File: config.mk
export PLATFORM = sky130hd
export DESIGN_NAME = div_unit
export DESIGN_NICKNAME = d
export VERILOG_FILES = /design/src/rtl/div_unit.sv
export SDC_FILE = /design/constraint.sdc
export NUM_CORES = 1
export LEC_CHECK = 0
export BUFFER_PORTS_ARGS = -buffer_cell sky130_fd_sc_hd__buf_2
export CORE_UTILIZATION = 60
export CTS_CLUSTER_SIZE = 28
export DETAILED_ROUTE_END_ITERATION = 8
export GPL_TIMING_DRIVEN = 1
export PLACE_DENSITY_LB_ADDON = 0.08
export SLEW_MARGIN = 0
export SYNTH_ARGS = -nofsm -noshare
export SYNTH_HDL_FRONTEND = slang
export SYNTH_SLANG_ARGS = --single-unit
File: constraint.sdc
create_clock -name clk -period 5.55 [get_ports clk]
set_input_delay 1.11 -clock clk [delete_from_list [all_inputs] [get_ports clk]]
set_output_delay 1.11 -clock clk [all_outputs]
set_load 0.02 [all_outputs]
File: src/rtl/div_unit.sv
`timescale 1ns/1ps
`default_nettype none
// ============================================================================
// div_unit : iterative radix-2 restoring divider, signed/unsigned, en/done  (rev 1.0)
// ============================================================================
module div_unit #(
   parameter int WIDTH = 32
) (
   input  logic             clk,
   input  logic             rst_n,
   input  logic             is_flush,
   input  logic             en,
   input  logic             is_signed,
   input  logic [WIDTH-1:0] a,
   input  logic [WIDTH-1:0] b,
   output logic [WIDTH-1:0] quotient,
   output logic [WIDTH-1:0] remainder,
   output logic             done
);

   localparam int              c_CW   = $clog2(WIDTH);
   localparam logic [1:0]      c_IDLE = 2'd0;
   localparam logic [1:0]      c_CALC = 2'd1;
   localparam logic [1:0]      c_DONE = 2'd2;
   localparam logic [c_CW-1:0] c_LAST = c_CW'(WIDTH - 1);
   localparam logic [c_CW-1:0] c_ONE  = c_CW'(1);

   logic [1:0]       r_state;
   logic [c_CW-1:0]  r_cnt;
   logic [WIDTH-1:0] r_rem;
   logic [WIDTH-1:0] r_dvd;
   logic [WIDTH-1:0] r_dsr;
   logic             r_q_neg;
   logic             r_r_neg;

   logic [WIDTH-1:0] w_a_mag;
   logic [WIDTH-1:0] w_b_mag;
   logic [WIDTH:0]   w_shift;
   logic [WIDTH:0]   w_diff;
   logic             w_fits;
   logic [WIDTH-1:0] w_rem_nxt;
   logic [WIDTH-1:0] w_quo_nxt;
   logic [WIDTH-1:0] w_rem_fix;
   logic [WIDTH-1:0] w_quo_fix;

   assign w_a_mag = (is_signed && a[WIDTH-1]) ? -a : a;
   assign w_b_mag = (is_signed && b[WIDTH-1]) ? -b : b;

   // The dividend shifts out of r_dvd while quotient bits shift in behind it.
   assign w_shift   = {r_rem, r_dvd[WIDTH-1]};
   assign w_diff    = w_shift - {1'b0, r_dsr};
   assign w_fits    = ~w_diff[WIDTH];
   assign w_rem_nxt = w_fits ? w_diff[WIDTH-1:0] : w_shift[WIDTH-1:0];
   assign w_quo_nxt = {r_dvd[WIDTH-2:0], w_fits};
   assign w_quo_fix = r_q_neg ? -w_quo_nxt : w_quo_nxt;
   assign w_rem_fix = r_r_neg ? -w_rem_nxt : w_rem_nxt;

   always_ff @(posedge clk or negedge rst_n) begin
      if (!rst_n) begin
         r_state   <= c_IDLE;
         r_cnt     <= '0;
         r_rem     <= '0;
         r_dvd     <= '0;
         r_dsr     <= '0;
         r_q_neg   <= 1'b0;
         r_r_neg   <= 1'b0;
         quotient  <= '0;
         remainder <= '0;
         done      <= 1'b0;
      end else begin
         done <= 1'b0;
         if (is_flush) begin
            r_state <= c_IDLE;
            r_cnt   <= '0;
         end else begin
            case (r_state)
               c_IDLE: begin
                  if (en) begin
                     r_rem   <= '0;
                     r_dvd   <= w_a_mag;
                     r_dsr   <= w_b_mag;
                     r_q_neg <= is_signed & (a[WIDTH-1] ^ b[WIDTH-1]);
                     r_r_neg <= is_signed & a[WIDTH-1];
                     r_cnt   <= '0;
                     // Divide by zero completes immediately with the raw dividend.
                     if (b == '0) begin
                        quotient  <= '1;
                        remainder <= a;
                        done      <= 1'b1;
                        r_state   <= c_DONE;
                     end else begin
                        r_state <= c_CALC;
                     end
                  end
               end
               c_CALC: begin
                  r_rem <= w_rem_nxt;
                  r_dvd <= w_quo_nxt;
                  if (r_cnt == c_LAST) begin
                     quotient  <= w_quo_fix;
                     remainder <= w_rem_fix;
                     done      <= 1'b1;
                     r_cnt     <= '0;
                     r_state   <= c_DONE;
                  end else begin
                     r_cnt <= r_cnt + c_ONE;
                  end
               end
               c_DONE:  r_state <= c_IDLE;
               default: r_state <= c_IDLE;
            endcase
         end
      end
   end

endmodule
`default_nettype wire

==> summary.txt, run 1 <==
Status
  – Outcome: completed

Yosys
  – Synth Area in Simple Gates: 20.61%
  – Multiplexer share of the synthesized area: 2.115%
  – XOR/XNOR Fraction of Synth Area: 9.388%
  – Cell type contributing the most total cell area after synthesis: sky130_fd_sc_hd__dfrtp_1
  – Number of enable-type register cells in the synthesized netlist: 0
  – Netlist area before placement: around 0.012 mm2
  – Top cell type's share of synthesized area: 35.08%
  – Post-synthesis async set-or-reset flop share: 100.0%
  – Compound-cell area share of the yosys netlist: 23.59%
  – Leading post-synthesis cells by cell area: sky130_fd_sc_hd__dfrtp_1, sky130_fd_sc_hd__o21ai_0, sky130_fd_sc_hd__a21oi_1
  – Post-synth net total: 1629
  – Mapped Avg Cell Area: 7.974 um2
  – Post-synthesis sequential element count: 170
  – Unique masters post-synth: 81
  – Mapped Cells: 1521
  – Main combinational cell family by area after synthesis: compound AO/OA/AOI/OAI gates
  – Synth Area in Adders: under 10%
  – Yosys Warn Count: 0
  – Post-synth top flop: sky130_fd_sc_hd__dfrtp_1
  – Seq/Total Area, Yosys: around a third

Timing
  – Sum of negative setup slack: 0 ns
  – Worst Slack Setup Final: 0.7271 ns
  – Period utilisation layout: 86.90%
  – Final Skew: between 0.007 and 0.008 ns
  – Setup repair after global routing missed its margin: no
  – Final Hold Fails: 0
  – Final count of pins violating max slew: 0
  – Final-report setup violation count: 0
  – Worst-case headroom to the max-slew limit: between 15 and 20%
  – Slew of the pin with the lowest slew margin: 1.211 ns
  – Upper clock frequency limit: 207.3 MHz
  – Min Clock Period, post-route: slightly below 5 ns

Routing
  – 1st-iter DRT viols: 772
  – WL final: 31950 um
  – Post-route DRC violation count: 0
  – Average detailed-routed wire length per instance: roughly 17 um
  – Total number of vias: between 10000 and 15000
  – Post-detailed-route via-to-cell ratio: roughly 6
  – First-pass DRT Iterations: 5
  – Antenna Violating Nets Remaining: 0

Global route
  – Vias in the first global route: 10270
  – Total Routing Usage GR: 31.44%
  – Number of antenna violations at the first check in global routing: 0
  – Total congestion overflow after global routing: 0
  – First-pass GRT wire length: 51180 um
  – Maximum number of pins on one net before global-route repair: 98

Die
  – Total Die Area: 0.02079 mm2
  – Initial core utilization: 61.71%
  – Die Height: about 140 um
  – Top-Level Pins: 134
  – # rows: 51
  – Placeable core area: 0.01965 mm2
  – X dimension of the die: 144.2 um

Clock tree
  – Post-CTS setup buffer count: 0
  – Largest buffer count on any clock path: 2
  – Insertion delay to the later sink of the worst-skew pair: 0.44 ns
  – TritonCTS clock tree: done
  – Number of buffers inserted during clock tree synthesis: 17
  – Hold buffer count at cts: 0
  – Clock slew at reported path FFs: 0.07 ns
  – Clock sink count: 170
  – Count of cells resized by post-cts repair: 0
  – Number of H-tree levels: 4
  – Clock root buffer: sky130_fd_sc_hd__clkbuf_16

Placed design
  – Routability congestion estimate: 0.9251
  – Total half-perimeter wirelength after legalization and detailed placement: 23820 um
  – Worst setup timing slack at the placement stage: approximately 0.77 ns
  – Instance area at placement: 0.01290 mm2
  – PortBufs: 133

Power
  – Power per unit of standard cell area: 323.3 mW/mm2
  – Leakage power summed over all cells: ~5.9 nW
  – Worst VDD drop: 0.0002183 V

Finish
  – Layout cells sized above 1: 14.03%
  – Leading cell type in the layout, fill and taps excluded: sky130_fd_sc_hd__nand2_1
  – # diodes: 0
  – Fill count: 1783
  – P&R area growth vs syn: 11.00%
  – Number of nets in the final layout: 1707
  – Highest-count cells in the layout ignoring fill and taps: sky130_fd_sc_hd__nand2_1, sky130_fd_sc_hd__o21ai_0, sky130_fd_sc_hd__dfrtp_1, sky130_fd_sc_hd__a21oi_1, sky130_fd_sc_hd__nor2_1
  – Finished layout cell area: 0.01346 mm2

Worst hold path
  – Hold path startpoint: r_dsr[19]
  – Type of the worst min-delay path: register to register

Critical path
  – CP Capture Type: register
  – Crit path DAT: 5.13 ns
  – Data required time of the worst path: 5.86 ns
  – CP Launch Point: r_dvd[31]
  – Worst setup path category: register to register
  – Critical path startpoint category: register
  – RR Startpoint: r_dvd[31]
  – Critical Path Fanout Max: 9

Run
  – Max Cap Violations: 0
## flip-flops by register name, summed over array words and instances, names as in the netlist
name,count
quotient,32
r_dsr,32
r_dvd,32
r_rem,32
remainder,32
r_cnt,5
r_state,2
done,1
r_q_neg,1
r_r_neg,1
## routing by layer
layer | vias to the layer above | global-route usage, % | part of all wire (%)
met5 | - | 0 | 0
li1 | 5543 | - | -
met1 | 5240 | 42.41 | 46
met4 | 0 | 11.14 | 2.1
met2 | 384 | 52.15 | 47
met3 | 51 | 3.642 | 4.8
## path summary, 6_finish.rpt
check / to / slack [ns] / cells past startpoint
min in group asynchronous: quotient[6] / 0.69 / 1
setup reg to reg: remainder[30] / 0.73 / 19
setup / recovery: remainder[30] / 0.73 / 19
hold reg to reg: r_dsr[19] / 0.48 / 2
hold / removal: r_dsr[19] / 0.48 / 2
max in group asynchronous: remainder[11] / 3.69 / 2
## power by group
| part | internal, mW | switching (mW) |
|---|---|---|
| Combinational | 0.579 | 1.01 |
| Clock | 0.626 | 0.551 |
| Sequential | 1.41 | 0.182 |
| Total | 2.61 | 1.74 |
## critical path: stages (launching register included)
cell and delay (ns):
sky130_fd_sc_hd__dfrtp_1 0.36, sky130_fd_sc_hd__inv_1 0.06, sky130_fd_sc_hd__ha_1 0.22, sky130_fd_sc_hd__fa_1 0.40, sky130_fd_sc_hd__nand2b_1 0.19, sky130_fd_sc_hd__a21oi_2 0.25
sky130_fd_sc_hd__o21ai_2 0.13, sky130_fd_sc_hd__a21oi_2 0.21, sky130_fd_sc_hd__o41ai_2 0.13, sky130_fd_sc_hd__xnor2_2 0.46, sky130_fd_sc_hd__nand2_1 0.09, sky130_fd_sc_hd__o21ai_0 0.20
sky130_fd_sc_hd__ha_1 0.32, sky130_fd_sc_hd__nor4b_1 0.25, sky130_fd_sc_hd__nand2_1 0.08, sky130_fd_sc_hd__mux2_2 0.34, sky130_fd_sc_hd__or3_1 0.40, sky130_fd_sc_hd__o41ai_2 0.31
sky130_fd_sc_hd__xor2_1 0.19, sky130_fd_sc_hd__o22ai_1 0.10
## logic make-up after synthesis
group                      Yosys count
AOI/OAI and AO/OA                  480
xor gates and xnor gates           130
adders and majority gates           39
buffers and inverters              147
DFF                                170
muxes                               25
and+or+nand+nor                    530
## metrics by stage
| stage | hold WS [ns] | power [mW] | util, % | cells |
|---|---|---|---|---|
| 4_1_cts | 0.4870 | 4.342 | 68.49 | 1876 |
| 6_report | 0.4807 | 4.352 | 68.49 | 1876 |
| 3_3_place_gp | 0.4618 | 3.129 | 65.62 | 1845 |
| 2_1_floorplan | 0.4498 | 2.754 | - | 1521 |
| 5_1_grt | 0.4984 | 4.611 | 68.49 | 1876 |
| 3_5_place_dp | 0.4708 | 3.164 | 65.62 | 1845 |
## Yosys cell counts, types with 20 or more instances
cell type	number
sky130_fd_sc_hd__clkbuf_1	57
sky130_fd_sc_hd__dfrtp_1	170
sky130_fd_sc_hd__a31oi_1	20
sky130_fd_sc_hd__mux2i_1	20
sky130_fd_sc_hd__o31ai_1	22
sky130_fd_sc_hd__nor2_1	148
sky130_fd_sc_hd__nand2_1	200
sky130_fd_sc_hd__o21ai_0	181
sky130_fd_sc_hd__a21oi_1	151
sky130_fd_sc_hd__xnor2_1	49
sky130_fd_sc_hd__or3_1	24
sky130_fd_sc_hd__xor2_1	81
sky130_fd_sc_hd__buf_2	23
sky130_fd_sc_hd__inv_1	53
sky130_fd_sc_hd__ha_1	38
sky130_fd_sc_hd__nor3_1	24
## layout make-up
cell class,instances,area (um2),share of cell area [%]
Clock buffer,17,425.4,3.160
Sequential cell,170,4254,31.60
Inverter,56,210.2,1.561
Clock inverter,14,140.1,1.041
Tap cell,265,331.6,2.463
Multi-Input combinational cell,1204,7288,54.14
Timing Repair Buffer,150,812.0,6.032
Note: power is estimated with default switching activity, not from simulation.
==> inputs of run 2 (changes only) <==
- CORE_MARGIN: default -> 2
==> run 2 against run 1 <==
Net effect: total power increased by 1.9%; critical path depth up 1; sequential share of layout area down 0.085 points; worst hold slack worse by 0.0039 ns; design area up 0.27%; fmax fell by 0.64%; largest cell class unchanged.
==> summary.txt, run 2 (synthesis results as in run 1) <==
Die
  – Total Die Area: 0.02137 mm2 (was 0.02079 mm2)
  – Initial core utilization: 60.52% (was 61.71%)
  – Top-Level Pins: 134 (unchanged)
  – Die Height: 146.2 um (was 144.2 um)
  – X dimension of the die: 146.2 um (was 144.2 um)
  – Placeable core area: 0.02004 mm2 (was 0.01965 mm2)
  – # rows: 52 (was 51)

Routing
  – WL final: 32260 um (was 31950 um)
  – First-pass DRT Iterations: 5 (unchanged)
  – Antenna Violating Nets Remaining: 0 (unchanged)
  – 1st-iter DRT viols: 739 (was 772)
  – Total number of vias: 11280 (was 11220)
  – Post-route DRC violation count: 0 (unchanged)
  – Average detailed-routed wire length per instance: 17.17 um (was 17.03 um)
  – Post-detailed-route via-to-cell ratio: 6.002 (was 5.980)

Power
  – Leakage power summed over all cells: 5.951 nW (was 5.928 nW)
  – Power per unit of standard cell area: 328.6 mW/mm2 (was 323.3 mW/mm2)
  – Worst VDD drop: 0.0002286 V (was 0.0002183 V)
  – Switching power summed over all nets: 1.728 mW (was 1.738 mW)
  – Clock network power share: 28.6% (was 27.0%)
  – Sequential share of power: 35.8% (was 36.6%)
  – Comb power frac: 35.6% (was 36.4%)
  – Cell internal power dissipation: 2.708 mW (was 2.614 mW)
  – Proportion of total power due to net switching: 38.95% (was 39.94%)

Timing
  – Worst-case headroom to the max-slew limit: 22.60% (was 19.26%)
  – Final Hold Fails: 0 (unchanged)
  – Final-report setup violation count: 0 (unchanged)
  – Setup repair after global routing missed its margin: no (unchanged)
  – Hold slack final: 0.4768 ns (was 0.4807 ns)
  – Min Clock Period, post-route: 4.854 ns (was 4.823 ns)
  – Upper clock frequency limit: 206.0 MHz (was 207.3 MHz)
  – Period utilisation layout: 87.46% (was 86.90%)
  – Final Skew: 0.01370 ns (was 0.007445 ns)
  – Final count of pins violating max slew: 0 (unchanged)
  – Sum of negative setup slack: 0 ns (unchanged)
  – Slew of the pin with the lowest slew margin: 1.161 ns (was 1.211 ns)

Global route
  – First-pass GRT wire length: 53870 um (was 51180 um)
  – Total Routing Usage GR: 30.78% (was 31.44%)
  – Total congestion overflow after global routing: 0 (unchanged)
  – Maximum number of pins on one net before global-route repair: 98 (unchanged)
  – Number of antenna violations at the first check in global routing: 0 (unchanged)
  – Vias in the first global route: 10740 (was 10270)

Run
  – Max Cap Violations: 0 (unchanged)

Finish
  – P&R area growth vs syn: 11.30% (was 11.00%)
  – # diodes: 0 (unchanged)
  – Finished Core Util: 67.36% (was 68.49%)
  – Leading cell type in the layout, fill and taps excluded: sky130_fd_sc_hd__nand2_1 (unchanged)
  – Final Non-Filler Cells: 1879 (was 1876)
  – Layout cells sized above 1: 13.92% (was 14.03%)
  – Highest-count cells in the layout ignoring fill and taps: sky130_fd_sc_hd__nand2_1, sky130_fd_sc_hd__o21ai_0, sky130_fd_sc_hd__dfrtp_1, sky130_fd_sc_hd__a21oi_1, sky130_fd_sc_hd__nor2_1 (unchanged)
  – Number of nets in the final layout: 1705 (was 1707)

Clock tree
  – Insertion delay to the later sink of the worst-skew pair: 0.43 ns (was 0.44 ns)
  – Largest buffer count on any clock path: 2 (unchanged)
  – Number of buffers inserted during clock tree synthesis: 17 (unchanged)
  – Clock sink count: 170 (unchanged)
  – Count of cells resized by post-cts repair: 0 (unchanged)
  – Number of H-tree levels: 4 (unchanged)
  – TritonCTS clock tree: done (unchanged)
  – Clock slew at reported path FFs: 0.07 ns (about the same)
  – Post-CTS setup buffer count: 0 (unchanged)
  – Hold buffer count at cts: 0 (unchanged)
  – Clock root buffer: sky130_fd_sc_hd__clkbuf_16 (unchanged)

Placed design
  – Inst Count DP: 1848 (was 1845)
  – Routability congestion estimate: 0.8808 (was 0.9251)
  – Total half-perimeter wirelength after legalization and detailed placement: 23930 um (was 23820 um)
  – PortBufs: 133 (unchanged)

Critical path
  – Critical path startpoint category: register (unchanged)
  – Worst setup path category: register to register (unchanged)
  – CP Capture Type: register (unchanged)
  – Critical Path Fanout Max: 27 (was 9)
  – Data required time of the worst path: 5.86 ns (about the same)
  – Crit path DAT: 5.17 ns (was 5.13 ns)

Worst hold path
  – Type of the worst min-delay path: register to register (unchanged)

Status
  – Outcome: completed (unchanged)
==> run 2: cell count changes in the layout (fill, tap and decap cells not counted), sizes merged <==
cell,change
clkinvlp,-3
inv,+2
bufinv,+2
buf,-2
clkinv,-1
==> run 2: per-stage QoR <==
| step | power, mW | area (um2) | setup slack, ns |
|---|---|---|---|
| 6_report | 4.436 | 13500 | 0.6960 |
| 3_5_place_dp | 3.161 | 12890 | 0.7297 |
| 4_1_cts | 4.426 | 13500 | 0.6998 |
| 3_3_place_gp | 3.126 | 12890 | 0.8310 |
| 2_1_floorplan | 2.754 | 12130 | 0.9094 |
| 5_1_grt | 4.721 | 13500 | 0.2649 |
==> run 2: worst paths after layout <==
kind	start	endpoint	slack, ns	depth (start not counted)
min in group asynchronous	rst_n	quotient[9]	0.72	1
max reg2reg	r_dvd[31]	remainder[30]	0.70	20
min	r_dsr[12]	r_dsr[12]	0.48	2
min reg2reg	r_dsr[12]	r_dsr[12]	0.48	2
max in group asynchronous	rst_n	r_dsr[15]	3.77	2
max	r_dvd[31]	remainder[30]	0.70	20
==> run 2: cell type report <==
class	count	area, um2
clock inverter	14	185.2
timing repair buffer	148	797.0
multi-input combinational	1204	7288
clock buffer	17	425.4
inverter	56	210.2
sequential	170	4254
fill	1773	6541
tap	270	337.8
==> run 2: power by group through the flow <==
| stage | clock network, mW | logic (mW) | registers [mW] |
|---|---|---|---|
| CTS | 1.27 | 1.57 | 1.59 |
| detailed placement | 0 | 1.55 | 1.61 |
| finish | 1.27 | 1.58 | 1.59 |
| floorplan | 0 | 1.18 | 1.58 |
| global route | 1.33 | 1.77 | 1.62 |
| global placement | 0 | 1.53 | 1.60 |
==> run 2: critical path, stage by stage, from the launching register on <==
cell                       delay [ns]
sky130_fd_sc_hd__dfrtp_1         0.36
sky130_fd_sc_hd__inv_1           0.06
sky130_fd_sc_hd__ha_1            0.22
sky130_fd_sc_hd__fa_1            0.40
sky130_fd_sc_hd__nand2b_1        0.20
sky130_fd_sc_hd__a21oi_2         0.25
sky130_fd_sc_hd__o21ai_2         0.12
sky130_fd_sc_hd__a21oi_2         0.20
sky130_fd_sc_hd__o41ai_2         0.12
sky130_fd_sc_hd__xnor2_2         0.26
sky130_fd_sc_hd__buf_4           0.38
sky130_fd_sc_hd__nand2_1         0.09
sky130_fd_sc_hd__o21ai_0         0.18
sky130_fd_sc_hd__ha_1            0.31
sky130_fd_sc_hd__nor4b_1         0.25
sky130_fd_sc_hd__nand2_1         0.08
sky130_fd_sc_hd__mux2_2          0.34
sky130_fd_sc_hd__or3_1           0.39
sky130_fd_sc_hd__o41ai_2         0.25
sky130_fd_sc_hd__xor2_1          0.17
sky130_fd_sc_hd__o22ai_1         0.09
==> run 2: layer usage <==
metal	share of wire [%]	routed length [um]	vias up	global-route usage, %
met5	0	0	-	0
met4	2.7	861	0	10.19
met3	6.5	2090	58	4.313
met2	46	14970	403	50.54
met1	44	14340	5280	42.27
li1	-	-	5537	-
